[config.mk]
export PLATFORM = sky130hd
export DESIGN_NAME = controlador_suma_serial
export DESIGN_NICKNAME = d
export VERILOG_FILES = /design/src/rtl/controlador_suma_pkg.sv /design/src/rtl/sumadorCompletoCuatroBits.sv /design/src/rtl/controlador_suma_serial.sv
export SDC_FILE = /design/constraint.sdc
export NUM_CORES = 1
export LEC_CHECK = 0
export BUFFER_PORTS_ARGS = -buffer_cell sky130_fd_sc_hd__buf_2
export CAP_MARGIN = 20
export CELL_PAD_IN_SITES_DETAIL_PLACEMENT = 1
export CELL_PAD_IN_SITES_GLOBAL_PLACEMENT = 1
export CORE_MARGIN = 8
export CORE_UTILIZATION = 44
export DETAILED_ROUTE_END_ITERATION = 10
export GPL_TIMING_DRIVEN = 0
export PLACE_DENSITY = 0.85
export SLEW_MARGIN = 20
export SYNTH_ARGS = -nofsm -noshare
export SYNTH_HDL_FRONTEND = slang
export SYNTH_SLANG_ARGS = --single-unit
[constraint.sdc]
create_clock -name clk -period 9.25 [get_ports clk]
set_input_delay 1.85 -clock clk [delete_from_list [all_inputs] [get_ports clk]]
set_output_delay 1.85 -clock clk [all_outputs]
set_load 0.02 [all_outputs]
[src/rtl/controlador_suma_pkg.sv]
// Shared types and constants for the serial add/subtract controller.
// Optional flags output (Z, V) is enabled with CONTROLADOR_SUMA_FLAGS_EN.
package controlador_suma_pkg;

    // Controller FSM states
    typedef enum logic [1:0] {
        IDLE = 2'd0,
        RUN  = 2'd1,
        DONE = 2'd2
    } state_t;

    // Operation select encoding for the op input
    localparam logic OP_SUMA  = 1'b0;
    localparam logic OP_RESTA = 1'b1;

endpackage

[src/rtl/sumadorCompletoCuatroBits.sv]
// Existing 4-bit ripple-carry adder shared by the serial controller.
module sumadorCompletoCuatroBits (
    input  logic [3:0] A,
    input  logic [3:0] B,
    input  logic       Cin,
    output logic [3:0] S,
    output logic       Cout
);

    logic [4:0] w_c;

    assign w_c[0] = Cin;

    // One full-adder cell per bit, carry rippling upward
    genvar gi;
    generate
        for (gi = 0; gi < 4; gi++) begin : g_fa
            assign S[gi]       = A[gi] ^ B[gi] ^ w_c[gi];
            assign w_c[gi + 1] = (A[gi] & B[gi]) | (w_c[gi] & (A[gi] ^ B[gi]));
        end
    endgenerate

    assign Cout = w_c[4];

endmodule

[src/rtl/controlador_suma_serial.sv]
// Multi-cycle add/subtract controller: walks wide operands through one shared
// 4-bit adder, LSB nibble first, carrying between nibbles in a register.
// Handshake: start is sampled only in IDLE; busy is high from the accepted
// start edge through the DONE cycle; done pulses for one cycle when R/Cout
// are valid. R/Cout hold until the next accepted start.
// Optional Z/V flags are added when CONTROLADOR_SUMA_FLAGS_EN is defined.
module controlador_suma_serial
    import controlador_suma_pkg::*;
#(
    parameter  int N_NIBBLES = 4,
    localparam int W         = 4 * N_NIBBLES
) (
    input  logic         clk,
    input  logic         rst,
    input  logic         start,
    input  logic         op,
    input  logic [W-1:0] A,
    input  logic [W-1:0] B,
    output logic [W-1:0] R,
    output logic         Cout,
    output logic         busy,
    output state_t       o_dbg_state,
    output logic         done
`ifdef CONTROLADOR_SUMA_FLAGS_EN
    ,
    output logic         Z,
    output logic         V
`endif
);

    localparam int IDX_W = (N_NIBBLES > 1) ? $clog2(N_NIBBLES) : 1;
    localparam logic [IDX_W-1:0] LAST_IDX = IDX_W'(N_NIBBLES - 1);

    state_t           r_state;
    logic [IDX_W-1:0] r_idx;
    logic             r_c;
    logic [W-1:0]     r_a;
    logic [W-1:0]     r_b;
    logic             r_op;
    logic [W-1:0]     r_r;
    logic             r_cout;
    logic             r_busy;
    logic             r_done;

    logic [3:0]       w_a_nib;
    logic [3:0]       w_b_nib;
    logic [3:0]       w_sum;
    logic             w_carry;
    logic [W-1:0]     w_r_next;

    // Operand nibble selection; B is inverted for subtraction
    always_comb begin
        w_a_nib = r_a[r_idx * 4 +: 4];
        w_b_nib = r_b[r_idx * 4 +: 4];
        if (r_op == OP_RESTA) begin
            w_b_nib = ~w_b_nib;
        end
    end

    sumadorCompletoCuatroBits u_sumador (
        .A    (w_a_nib),
        .B    (w_b_nib),
        .Cin  (r_c),
        .S    (w_sum),
        .Cout (w_carry)
    );

    // Result with the current nibble replaced by the adder sum
    always_comb begin
        w_r_next = r_r;
        w_r_next[r_idx * 4 +: 4] = w_sum;
    end

`ifdef CONTROLADOR_SUMA_FLAGS_EN
    logic r_z;
    logic r_v;
    logic w_c_msb;

    // Carry into the MSB recovered from the MSB sum bit and its operands
    assign w_c_msb = w_sum[3] ^ w_a_nib[3] ^ w_b_nib[3];
`endif

    // Controller FSM with registered outputs
    always_ff @(posedge clk) begin
        if (rst) begin
            r_state <= IDLE;
            r_idx   <= '0;
            r_c     <= 1'b0;
            r_a     <= '0;
            r_b     <= '0;
            r_op    <= OP_SUMA;
            r_r     <= '0;
            r_cout  <= 1'b0;
            r_busy  <= 1'b0;
            r_done  <= 1'b0;
`ifdef CONTROLADOR_SUMA_FLAGS_EN
            r_z     <= 1'b0;
            r_v     <= 1'b0;
`endif
        end else begin
            case (r_state)
                IDLE: begin
                    r_done <= 1'b0;
                    r_busy <= 1'b0;
                    if (start) begin
                        r_a     <= A;
                        r_b     <= B;
                        r_op    <= op;
                        // Subtraction is A + ~B + 1, so the first carry-in is op
                        r_c     <= (op == OP_SUMA) ? 1'b0 : 1'b1;
                        r_idx   <= '0;
                        r_r     <= '0;
                        r_busy  <= 1'b1;
                        r_state <= RUN;
                    end
                end
                RUN: begin
                    r_r   <= w_r_next;
                    r_c   <= w_carry;
                    r_idx <= r_idx + 1'b1;
                    if (r_idx == LAST_IDX) begin
                        r_cout  <= w_carry;
                        r_done  <= 1'b1;
                        r_state <= DONE;
`ifdef CONTROLADOR_SUMA_FLAGS_EN
                        r_z     <= (w_r_next == '0);
                        r_v     <= w_c_msb ^ w_carry;
`endif
                    end
                end
                DONE: begin
                    r_done  <= 1'b0;
                    r_busy  <= 1'b0;
                    r_state <= IDLE;
                end
                default: begin
                    r_done  <= 1'b0;
                    r_busy  <= 1'b0;
                    r_state <= IDLE;
                end
            endcase
        end
    end

    assign R           = r_r;
    assign Cout        = r_cout;
    assign busy        = r_busy;
    assign done        = r_done;
    assign o_dbg_state = r_state;
`ifdef CONTROLADOR_SUMA_FLAGS_EN
    assign Z           = r_z;
    assign V           = r_v;
`endif

endmodule

==> results.sh, run 1 <==
export IMPL_status="complete, no violations"
export IMPL_power_frac_comb_pct=13.9
export IMPL_synth_cell_type_count=34
export IMPL_cts_buffers=9
export IMPL_synth_area_leader_cell="dfxtp_1"
export IMPL_tightest_slew_ns=0.593
export IMPL_grt_max_degree=11
export IMPL_final_common_cell="nand2_1"
export IMPL_power_density_mw_per_mm2=178
export IMPL_fin_nets=372
export IMPL_async_reset_ff_share_pct=0
export IMPL_die_area_mm2=0.00860
export IMPL_period_share_pct=36.7
export IMPL_dp_cells=392
export IMPL_clock_latency_ns=0.34
export IMPL_io_buffer_count=56
export IMPL_grt_usage_pct=17.0
export IMPL_yosys_warnings=0
export IMPL_fin_crit_ns=3.40
export IMPL_drt_met1_wl_mm=2.98
export IMPL_cp_arrival_ns=3.68
export IMPL_crit_buf_inv=1
export IMPL_num_rows=28
export IMPL_grt_overflow_total=0
export IMPL_wirelength_mm=6.96
export IMPL_r2r_cells=8
export IMPL_clock_sink_count=57
export IMPL_slew_headroom_pct=60.5
export IMPL_antenna_found_initial=0
export IMPL_vias=2132
export IMPL_cpMaxStageDelayCell="mux4_1"
export IMPL_max_vdd_ir_drop_uv=103
export IMPL_post_cts_buffers=0
export IMPL_root_buffer="clkbuf_8"
export IMPL_p_leak_nw=1.35
export IMPL_area_growth_pct=21.2
export IMPL_synth_avg_cell_area_um2=9.93
export IMPL_power_switching_share_pct=26.4
export IMPL_dpl_hpwl_mm=5.14
export IMPL_syn_area_mm2=0.00259
export IMPL_setup_violations=0
export IMPL_synth_top_family_by_area="simple AND/OR/NAND/NOR gates"
export IMPL_crit_path_end_kind="flip-flop"
export IMPL_routed_top_layer="met4"
export IMPL_p_clk_share_pct=39.0
export IMPL_drive_gt1_share_pct=29.2
export IMPL_synth_fa_ha_area_share_pct=5.02
export IMPL_criticalPathCategory="reg2reg"
export IMPL_place_area_mm2=0.00297
export IMPL_io_pin_count=57
export IMPL_synth_top_flop_cell="dfxtp_1"
export IMPL_htreeDepth=3
export IMPL_grt_pass1_vias=2415
export IMPL_cp_cell_sequence="clkbuf_8 > mux4_1 > xnor2_1 > fa_1 > fa_1 > fa_1 > nor2_1 > a22o_1"
export IMPL_dr_wl_met2_mm=3.50
export IMPL_synth_xor_area_share_pct=1.35
export IMPL_slowest_delay_ns=0.62
export IMPL_crit_top_cell="fa_1"
export IMPL_postRouteAntennaNets=0
export IMPL_n_antenna_cell=0
export IMPL_ctsHoldBuffers=0
export IMPL_max_cap_violations=0
export IMPL_synth_area_mux_share_pct=10.7
export IMPL_fin_skew_ns=0.0102
export IMPL_met3_length_um=314
export IMPL_final_cells=407
export IMPL_most_common_layout_cells="68 x nand2_1, 60 x buf_2, 57 x dfxtp_1"
export IMPL_slew_viol_final=0
export IMPL_holdPathStages=2
export IMPL_dieHeight_um=92.8
export IMPL_final_hold_violation_count=0
export IMPL_fin_util_pct=54.0
export IMPL_die_w_um=92.8
export IMPL_p_int_w=0.000412
export IMPL_post_route_cell_area_mm2=0.00314
export IMPL_rsz0062_at_grt="no"
export IMPL_synth_top_area_share_pct=44.0
export IMPL_avgViaCountPerCell=5.24
export IMPL_cp_start_kind="flip-flop"
export IMPL_wl_per_cell_um=17.1
export IMPL_p_sw_w=0.000147
export IMPL_hp_start="r_a[12]$_SDFFE_PP0P_"
export IMPL_synth_edf_count=0
export IMPL_synthTopCellsByArea="dfxtp_1 44%, nand2_1 9.8%, a21oi_1 7.3%"
export IMPL_rrSetupSlack_ns=5.85
export IMPL_yosysSeqAreaShare_pct=44.0
export IMPL_finalSetupTns_ns=0
export IMPL_cts_max_path_buffers=2
export IMPL_synth_simple_gate_area_share_pct=17.8
export IMPL_start_util_pct=44.6
export IMPL_pwr_share_seq_pct=47.0
export IMPL_netlist_instances=261
export IMPL_synth_nets=305
export IMPL_cp_required_ns=9.53
export IMPL_cts_tree="done"
export IMPL_synth_seq_cells=57
export IMPL_dr_pass1_iters=4
export IMPL_ctsResizeCount=0
export IMPL_initialDrtViolationCount=68
export IMPL_whs_endpoint="r_a[12]$_SDFFE_PP0P_"
export IMPL_cts_clk_slew_worst_paths_ns=0.06
export IMPL_r2r_start="r_idx[0]$_SDFFE_PP0P_"
export IMPL_critPathMaxFanout=10
export IMPL_grt_pass1_wl_mm=11.3
export IMPL_globalplace_congestion=0.778
export IMPL_hold_class="reg2reg"
export IMPL_r2r_end="R[15]$_SDFFE_PP0P_"
export IMPL_drc=0
export IMPL_synth_compound_area_share_pct=14.7
export IMPL_fmax_mhz=294
export IMPL_core_mm2=0.00582
export IMPL_cp_top_family="adder cells"
## cells by family (layout without fill, tap and decap cells)
kind of cell,Yosys count,after routing
and+or+nand+nor,89,89
buffers and inverters,27,98
AOI/OAI and AO/OA,61,61
xor gates and xnor gates,4,4
DFF,57,57
adders and majority gates,8,8
muxes,15,15
## worst min-delay path, cell delays in order, from the launching register on
cell and delay (ns):
dfxtp_1 0.31, nand2_1 0.05, a21oi_1 0.05
## sequential cells by signal, summed over array words and instances (netlist names)
register	flops
r_op	1
done	1
r_b	16
r_a	16
o_dbg_state	2
r_c	1
Cout	1
busy	1
r_idx	2
R	16
## area by class of cell
type                            count  area (um^2)
Tap cell                           75         93.8
Inverter                            9         33.8
Clock inverter                      4         45.0
Fill cell                         718         2670
Timing Repair Buffer               56          280
Clock buffer                       11          131
Multi-Input combinational cell    177         1290
Sequential cell                    57         1140
Buffer                             18          131
## synth_stat cells, drive strengths merged (2+ instances only)
cell	n
nor2	7
nor4b	2
nor3	3
or3b	2
a21oi	40
mux4	8
mux2	4
a22o	16
o21ai	2
nand2	68
ha	4
fa	4
xnor2	3
dfxtp	57
mux2i	3
nor3b	2
nor2b	2
buf	14
clkbuf	4
inv	9
## worst max-delay path by stage
stage / start / end / slack [ns] / cells after the start
floorplan: r_idx[0]$_SDFFE_PP0P_ / Cout$_SDFFE_PP0P_ / 6.25 / 8
global placement: r_idx[0]$_SDFFE_PP0P_ / R[15]$_SDFFE_PP0P_ / 5.92 / 8
detailed placement: r_idx[0]$_SDFFE_PP0P_ / R[15]$_SDFFE_PP0P_ / 5.88 / 8
CTS: r_idx[0]$_SDFFE_PP0P_ / R[15]$_SDFFE_PP0P_ / 5.85 / 8
global route: r_idx[0]$_SDFFE_PP0P_ / R[15]$_SDFFE_PP0P_ / 5.75 / 8
finish: r_idx[0]$_SDFFE_PP0P_ / R[15]$_SDFFE_PP0P_ / 5.85 / 8
## metal layers
metal  up-vias  track usage [%]
met1      1036             17.9
met4         0             9.26
met2        52             29.3
met3        13             5.42
met5         -                0
li1       1031                -
## power by group through the flow
stage               Sequential, W  Combinational [W]  Clock (W)
detailed placement       0.000268          0.0000778          0
finish                   0.000263          0.0000780   0.000218
global route             0.000264          0.0000863   0.000232
floorplan                0.000268          0.0000520          0
global placement         0.000267          0.0000752          0
CTS                      0.000263          0.0000789   0.000222
## per-stage QoR
stage | hold WS, ns | total power (W) | worst slack, ns
global placement | 0.438 | 0.000342 | 5.92
finish | 0.451 | 0.000559 | 5.85
global route | 0.474 | 0.000582 | 5.75
floorplan | 0.432 | 0.000320 | 6.25
CTS | 0.454 | 0.000563 | 5.85
detailed placement | 0.446 | 0.000346 | 5.88
(Power assumes the default switching activity.)
==> inputs of run 2 (changes only) <==
--- a/config.mk
+++ b/config.mk
@@ -10,10 +10,10 @@
 export CELL_PAD_IN_SITES_DETAIL_PLACEMENT = 1
 export CELL_PAD_IN_SITES_GLOBAL_PLACEMENT = 1
 export CORE_MARGIN = 8
-export CORE_UTILIZATION = 44
+export CORE_UTILIZATION = 37
 export DETAILED_ROUTE_END_ITERATION = 10
 export GPL_TIMING_DRIVEN = 0
-export PLACE_DENSITY = 0.85
+export PLACE_DENSITY = 0.76
 export SLEW_MARGIN = 20
 export SYNTH_ARGS = -nofsm -noshare
 export SYNTH_HDL_FRONTEND = slang
==> constraint.sdc (replaced) <==
create_clock -name clk -period 3.1 [get_ports clk]
set_input_delay 0.62 -clock clk [delete_from_list [all_inputs] [get_ports clk]]
set_output_delay 0.62 -clock clk [all_outputs]
set_load 0.02 [all_outputs]
==> run 2 against run 1 <==
Total power increased to 3.0 times the previous value. Setup slack worse by 5.7 ns. Clock skew down 0.0024 ns. Critical path depth increased by 1. Utilization fell by 6.5 points. Non-clock buffer count rose by 1. Wire length fell by 0.56%. Combinational power grew to 3.1 times the previous value. Worst hold slack gained 0.00059 ns.
==> results.sh, run 2 (synthesized netlist as in run 1, its figures left out) <==
export IMPL_status="complete, no violations"
export IMPL_grt_overflow_total=0
export IMPL_r2r_cells=9
export IMPL_fin_crit_ns=2.98
export IMPL_dpl_hpwl_mm=5.20
export IMPL_cts_max_path_buffers=2
export IMPL_fin_skew_ns=0.00784
export IMPL_initialDrtViolationCount=71
export IMPL_num_rows=30
export IMPL_holdPathStages=2
export IMPL_cts_buffers=9
export IMPL_filler_cell_count=817
export IMPL_dr_pass1_iters=4
export IMPL_max_vdd_ir_drop_uv=226
export IMPL_root_buffer="clkbuf_8"
export IMPL_die_w_um=99.7
export IMPL_critPathMaxFanout=4
export IMPL_slew_headroom_pct=61.6
export IMPL_setup_violations=0
export IMPL_wl_per_cell_um=16.1
export IMPL_max_cap_violations=0
export IMPL_most_common_layout_cells="68 x nand2_1, 59 x buf_2, 56 x dfxtp_1"
export IMPL_slew_viol_final=0
export IMPL_grt_usage_pct=14.6
export IMPL_grt_pass1_wl_mm=11.5
export IMPL_htreeDepth=3
export IMPL_n_antenna_cell=0
export IMPL_vias=2086
export IMPL_hp_start="r_a[8]$_SDFFE_PP0P_"
export IMPL_period_share_pct=96.2
export IMPL_regArea_mm2=0.00114
export IMPL_antenna_found_initial=0
export IMPL_final_hold_violation_count=0
export IMPL_multi_input_area_mm2=0.00130
export IMPL_whs_endpoint="r_a[8]$_SDFFE_PP0P_"
export IMPL_power_density_mw_per_mm2=528
export IMPL_drc=0
export IMPL_final_common_cell="nand2_1"
export IMPL_r2r_start="r_idx[0]$_SDFFE_PP0P_"
export IMPL_globalplace_congestion=0.761
export IMPL_cts_clk_slew_worst_paths_ns=0.06
export IMPL_postRouteAntennaNets=0
export IMPL_dieHeight_um=99.7
export IMPL_io_pin_count=57
export IMPL_io_buffer_count=56
export IMPL_hold_class="reg2reg"
export IMPL_fmax_mhz=335
export IMPL_core_mm2=0.00679
export IMPL_hold_ws_ns=0.452
export IMPL_die_area_mm2=0.00994
export IMPL_grt_max_degree=11
export IMPL_cp_start_kind="flip-flop"
export IMPL_clock_latency_ns=0.33
export IMPL_area_growth_pct=24.5
export IMPL_rsz0062_at_grt="no"
export IMPL_criticalPathCategory="reg2reg"
export IMPL_fin_nets=373
export IMPL_avgViaCountPerCell=4.85
export IMPL_grt_pass1_vias=2407
export IMPL_rrSetupSlack_ns=0.12
export IMPL_drive_gt1_share_pct=32.3
export IMPL_wirelength_mm=6.92
export IMPL_clock_sink_count=57
export IMPL_cts_tree="done"
export IMPL_tightest_slew_ns=0.575
export IMPL_pre_cts_slack_ns=-0.281
export IMPL_cp_required_ns=3.32
export IMPL_crit_path_end_kind="flip-flop"
export IMPL_cp_arrival_ns=3.21
export IMPL_final_setup_worst_slack_ns=0.117
export IMPL_r2r_end="R[3]$_SDFFE_PP0P_"
export IMPL_fin_util_pct=47.5
export IMPL_final_cells=430
export IMPL_start_util_pct=38.2
export IMPL_p_leak_nw=1.35
export IMPL_dp_cells=413
## run 2: worst max-delay path by stage
stage                                      from                  to  slack, ns  cells after the start
after global placement    r_idx[0]$_SDFFE_PP0P_  R[15]$_SDFFE_PP0P_      -0.21                      8
after CTS                 r_idx[0]$_SDFFE_PP0P_   Cout$_SDFFE_PP0P_       0.03                      8
final                     r_idx[0]$_SDFFE_PP0P_   R[3]$_SDFFE_PP0P_       0.12                      9
after detailed placement  r_idx[0]$_SDFFE_PP0P_   R[3]$_SDFFE_PP0P_      -0.28                      8
after global routing      r_idx[0]$_SDFFE_PP0P_   Cout$_SDFFE_PP0P_       0.04                      9
after floorplan           r_idx[0]$_SDFFE_PP0P_   Cout$_SDFFE_PP0P_        0.1                      8
## run 2: critical path: stages (launching register included)
cell and delay (ns):
dfxtp_4 0.39, mux4_2 0.54, xor2_2 0.17, fa_2 0.21, inv_1 0.05, fa_2 0.34, fa_2 0.35, fa_2 0.53
nor2_2 0.06, a22o_1 0.23
## run 2: report_power, final
| part | total [W] | leakage (nW) | switching, W | internal [W] |
|---|---|---|---|---|
| registers | 0.000784 | 0.466 | 0.0000195 | 0.000764 |
| logic | 0.000240 | 0.791 | 0.000133 | 0.000107 |
| clock network | 0.000680 | 0.0974 | 0.000289 | 0.000391 |
## run 2: layer usage
layer	vias up	track usage, %	wire, um
met4	0	6.05	101
met2	46	25.3	3400
li1	1031	-	-
met5	-	0	0
met1	998	16.3	3070
met3	11	4.33	351
## run 2: through the flow
stage	setup TNS, ns	instance area (um^2)	total power (W)
4_1_cts	0	3220	0.00172
3_5_place_dp	-1.48	2990	0.00103
2_1_floorplan	0	2590	0.000955
3_3_place_gp	-1.14	2990	0.00102
6_report	0	3230	0.00170
5_1_grt	0	3230	0.00178
## run 2: layout make-up
| cell class | count | share of cell area (%) |
|---|---|---|
| flip-flops and latches | 57 | 35.5 |
| clock buffers | 13 | 4.61 |
| plain buffers | 18 | 4.61 |
| clock inverters | 3 | 1.24 |
| repair buffers | 57 | 8.92 |
| well taps | 96 | 3.72 |
| inverters | 9 | 1.05 |
| multi-input cells | 177 | 40.4 |
## run 2: timing repair
action	in CTS	in global routing
setup buffers	1	0
setup endpoints to repair	6	4
hold buffers	0	0
resized for setup	9	5
